--- config.mk ---
export PLATFORM = sky130hd
export DESIGN_NAME = run_detect_fsm
export DESIGN_NICKNAME = d
export VERILOG_FILES = /design/src/rtl/run_detect_fsm.sv
export SDC_FILE = /design/constraint.sdc
export NUM_CORES = 1
export LEC_CHECK = 0
export CORE_AREA = 2 2 39 41
export CTS_CLUSTER_SIZE = 40
export DETAILED_ROUTE_END_ITERATION = 8
export DIE_AREA = 0 0 41 43
export PLACE_DENSITY_LB_ADDON = 0.15
export SETUP_SLACK_MARGIN = 0.5
export SYNTH_ARGS = -nofsm -noshare
export SYNTH_HDL_FRONTEND = slang
export SYNTH_SLANG_ARGS = --single-unit
--- constraint.sdc ---
create_clock -name clk -period 3.01 [get_ports clk]
set_input_delay 0.602 -clock clk [delete_from_list [all_inputs] [get_ports clk]]
set_output_delay 0.602 -clock clk [all_outputs]
set_load 0.01 [all_outputs]
--- src/rtl/run_detect_fsm.sv ---
// run_detect_fsm: serial run-length detector with polarity filter and overlap control.
// Define RUN_DETECT_CNT_EN to build the saturating detection counter (det_cnt, cnt_clr).
module run_detect_fsm #(
  parameter int RUN_LEN = 2,
  parameter int CNT_W   = 8
) (
  input  logic             clk,
  input  logic             rst,
  input  logic             inp,
  input  logic             in_valid,
  input  logic [1:0]       mode,
  input  logic             overlap,
  input  logic             cnt_clr,
  output logic             outp,
  output logic             det_bit,
  output logic [CNT_W-1:0] det_cnt
);

  localparam int            RW      = $clog2(RUN_LEN + 1);
  localparam logic [RW-1:0] RUN_MAX = RW'(RUN_LEN);

  logic          last_bit_r;
  logic [RW-1:0] run_cnt_r;
  logic          outp_r;
  logic          det_bit_r;

  logic [RW-1:0] cnt_upd_s;
  logic [RW-1:0] run_cnt_nxt_s;
  logic          raw_s;
  logic          pass_s;
  logic          det_s;

  // Run-length update, raw match and restart decision for the current sample
  always_comb begin
    cnt_upd_s     = run_cnt_r;
    run_cnt_nxt_s = run_cnt_r;
    raw_s         = 1'b0;
    if ((run_cnt_r == {RW{1'b0}}) || (inp != last_bit_r)) begin
      cnt_upd_s = RW'(1);
    end else if (run_cnt_r == RUN_MAX) begin
      cnt_upd_s = RUN_MAX;
    end else begin
      cnt_upd_s = run_cnt_r + RW'(1);
    end
    if (in_valid) begin
      raw_s = (cnt_upd_s == RUN_MAX);
      // Non-overlapping mode restarts tracking even when the filter rejects the match
      if (raw_s && !overlap) begin
        run_cnt_nxt_s = {RW{1'b0}};
      end else begin
        run_cnt_nxt_s = cnt_upd_s;
      end
    end else begin
      raw_s         = 1'b0;
      run_cnt_nxt_s = run_cnt_r;
    end
  end

  // Polarity filter; mode 11 behaves like 00
  always_comb begin
    pass_s = 1'b1;
    case (mode)
      2'b01:   pass_s = inp;
      2'b10:   pass_s = ~inp;
      default: pass_s = 1'b1;
    endcase
    det_s = raw_s & pass_s;
  end

  // Run tracking state and registered detection outputs
  always_ff @(posedge clk or posedge rst) begin
    if (rst) begin
      last_bit_r <= 1'b0;
      run_cnt_r  <= {RW{1'b0}};
      outp_r     <= 1'b0;
      det_bit_r  <= 1'b0;
    end else begin
      if (in_valid) begin
        last_bit_r <= inp;
        run_cnt_r  <= run_cnt_nxt_s;
      end else begin
        last_bit_r <= last_bit_r;
        run_cnt_r  <= run_cnt_r;
      end
      outp_r <= det_s;
      if (det_s) begin
        det_bit_r <= inp;
      end else begin
        det_bit_r <= det_bit_r;
      end
    end
  end

  assign outp    = outp_r;
  assign det_bit = det_bit_r;

`ifdef RUN_DETECT_CNT_EN
  logic [CNT_W-1:0] det_cnt_r;

  // Saturating detection counter; clear wins over a same-edge increment
  always_ff @(posedge clk or posedge rst) begin
    if (rst) begin
      det_cnt_r <= {CNT_W{1'b0}};
    end else if (cnt_clr) begin
      det_cnt_r <= {CNT_W{1'b0}};
    end else if (det_s && (det_cnt_r != {CNT_W{1'b1}})) begin
      det_cnt_r <= det_cnt_r + CNT_W'(1);
    end else begin
      det_cnt_r <= det_cnt_r;
    end
  end

  assign det_cnt = det_cnt_r;
`else
  logic unused_cnt_clr_s;

  assign unused_cnt_clr_s = cnt_clr;
  assign det_cnt          = {CNT_W{1'b0}};
`endif

endmodule

==> impl_metrics.tcl <==
set metrics [dict create \
    outcome "completed" \
    postSynth.asyncResetShare_pct 100.0 \
    design_power_total_w 0.0002000 \
    post-synth-top-area-fraction_pct 35.84 \
    first_global_vias 243 \
    maximum_number_of_pins_on_one_net_before_global_route_repair 7 \
    clock_skew_ps 2.990 \
    synthesis.instances 38 \
    num_rows 14 \
    cts_resized 0 \
    ir_drop_mv 0.1189 \
    finalCritPeriodShare_pct 58.46 \
    min-delay-start "run_cnt_r[0]$_DFFE_PP0P_" \
    worstSetupStartpointType "input pin" \
    floorplan.die.width_um 41 \
    grt_overflow_total 0 \
    p_leak_nw 0.2170 \
    r2r_start "run_cnt_r[1]$_DFFE_PP0P_" \
    post_synth_main_area_contributors "sky130_fd_sc_hd__dfrtp_1 (36%), sky130_fd_sc_hd__buf_4 (17%), sky130_fd_sc_hd__ha_1 (11%)" \
    synth.lib_cells_used.distinct 16 \
    worst_hold_path_type "flop to flop" \
    cts.reportedPaths.clkPinSlew_ps 40 \
    drive_gt1_share_pct 12.24 \
    setup-tns-final_ps 0 \
    synth_area_per_cell_um2 9.186 \
    dieArea_um2 1763 \
    design_area_um2 441.7 \
    synth-seq-cells 5 \
    finalHoldWorstSlack_ps 525.1 \
    yosysWarningCount 0 \
    number_of_port_buffers 8 \
    cellPowerDensity_nw_per_um2 452.9 \
    timing.reg2reg.worst_path_depth 5 \
    worst-path-max-fanout 3 \
    clock_tree.htree_level_count 1 \
    via_per_inst 3.969 \
    hold_viol_final 0 \
    ff2ff_setup_slack_ps 1670 \
    num_vias 258 \
    drt_pass1_iterations 2 \
    timing.fmax_mhz 568.3 \
    max_cap_violations 0 \
    detail_route.wl_per_cell_um 8.615 \
    place_congestion 0.6329 \
    hold_path_end "run_cnt_r[0]$_DFFE_PP0P_" \
    worst_setup_path_end_kind "flop" \
    post-synth-top-area-cell "sky130_fd_sc_hd__dfrtp_1" \
    cts.path.max_buffers 2 \
    placed_cell_area_um2 415.4 \
    number_of_ports_placed_on_the_die_boundary 18 \
    worstSkewPairLatency_ps 240 \
    critPathKind "input pin to flop" \
    cp.arrival_ps 1860 \
    detail_route.iter0.violations 2 \
    hold_buffers 0 \
    detailed_place_hpwl_um 491.2 \
    netlist_top_cells_count "sky130_fd_sc_hd__buf_4 (8), sky130_fd_sc_hd__inv_1 (6), sky130_fd_sc_hd__dfrtp_1 (5), sky130_fd_sc_hd__ha_1 (3), sky130_fd_sc_hd__o21ai_0 (3)" \
    routed_wirelength_um 560 \
    fin_crit_ps 1760 \
    synth_to_layout_area_growth_pct 26.52 \
    floorplan.core_area_um2 1384 \
    grt_setup_unrepaired "false" \
    required_ps 3110 \
    start_util_pct 25.23 \
    cts_post_setup_buffers_inserted 0 \
    layout.nets 61 \
    drc 0 \
    grt.total_usage_pct 8.149 \
    maxSlewViolCount 0 \
    antennaDiodeCount 0 \
    clk_root_buffer_cell "sky130_fd_sc_hd__clkbuf_4" \
    reg2reg_to "det_bit$_DFFE_PP0P_" \
    die_h_um 43 \
    initial_antenna_violation_count 0 \
    cts_tree "built" \
    clkSinkCount 5 \
    synthFlopType "sky130_fd_sc_hd__dfrtp_1" \
    cts_inserted_buffers 3 \
    ant_nets 0 \
    synthMostInstantiatedCell "sky130_fd_sc_hd__buf_4" \
    synth_area_um2 349.1 \
    synth.yosys.seq_area_share_pct 35.84 \
    synth_edf_count 0 \
    setup_viol 0 \
    global_route_wire_length_before_repair_um 938 \
    min_path_cells 2 \
]
-- critical path, stage by stage --
cell and delay, ps:
sky130_fd_sc_hd__clkdlybuf4s50_1 480, sky130_fd_sc_hd__inv_1 50, sky130_fd_sc_hd__ha_1 300, sky130_fd_sc_hd__nor2_1 60, sky130_fd_sc_hd__o41ai_1 240, sky130_fd_sc_hd__o211ai_1 130
-- sequential cells by signal, indices dropped and copies added, names as in the netlist --
signal / cells
last_bit_r: 1
outp: 1
run_cnt_r: 2
det_bit: 1
-- per-stage QoR --
stage / utilization, % / cells / setup slack [ps]
finish: 31.92 / 65 / 1250
floorplan: - / 45 / 1579
CTS: 31.92 / 65 / 1247
detailed placement: 30.02 / 61 / 993.4
global placement: 30.02 / 61 / 1007
global route: 31.92 / 65 / 1097
-- report_power, final --
group	internal, W	switching [W]
combinational	0.0000231	0.0000241
clock	0.0000500	0.0000257
sequential	0.0000743	0.00000286
-- layout make-up --
cell class | count | area (µm²)
Sequential cell | 5 | 125.1
Multi-Input combinational cell | 26 | 167.7
Fill cell | 156 | 942.2
Clock buffer | 4 | 26.28
Inverter | 6 | 22.52
Tap cell | 16 | 20.02
Timing Repair Buffer | 8 | 80.08
-- per-layer routing --
layer	share of wire [%]	vias to the layer above	global-route usage [%]	wire (µm)
met5	0	-	0	0
met4	0	0	6.000	0
met3	7.9	0	3.141	44
met2	55	9	11.88	307
met1	37	120	9.061	208
li1	-	129	-	-
-- cells in the final DEF, fill, tap and decap left out, types with 2 or more instances in the layout --
| cell | instances |
|---|---|
| sky130_fd_sc_hd__conb_1 | 8 |
| sky130_fd_sc_hd__clkdlybuf4s50_1 | 8 |
| sky130_fd_sc_hd__dfrtp_1 | 5 |
| sky130_fd_sc_hd__ha_1 | 3 |
| sky130_fd_sc_hd__nor2_1 | 2 |
| sky130_fd_sc_hd__o21ai_0 | 3 |
| sky130_fd_sc_hd__nand2_1 | 2 |
| sky130_fd_sc_hd__clkbuf_4 | 3 |
| sky130_fd_sc_hd__inv_1 | 6 |
-- logic make-up (layout without fill, tap and decap cells) --
family | after synthesis | in the layout | share of synthesized area [%]
AND/OR/NAND/NOR | 6 | 6 | 10.04
flip-flops | 5 | 5 | 35.84
other | 1 | 8 | 1.074
AO/OA/AOI/OAI | 7 | 7 | 12.91
multiplexers | 1 | 1 | 3.226
buffers and inverters | 14 | 18 | 23.66
adder cells (fa/ha/maj) | 3 | 3 | 10.75
XOR/XNOR | 1 | 1 | 2.509
-- worst max path at each step --
stage | slack [ps] | endpoint | cells past startpoint | from
after floorplan | 1580 | det_bit$_DFFE_PP0P_ | 5 | mode[0]
after global placement | 1010 | det_bit$_DFFE_PP0P_ | 6 | mode[0]
after detailed placement | 990 | det_bit$_DFFE_PP0P_ | 6 | mode[0]
after CTS | 1250 | det_bit$_DFFE_PP0P_ | 6 | mode[0]
after global routing | 1100 | det_bit$_DFFE_PP0P_ | 6 | mode[0]
final | 1250 | det_bit$_DFFE_PP0P_ | 6 | mode[0]
No activity file was read; power rests on OpenSTA's default activity.
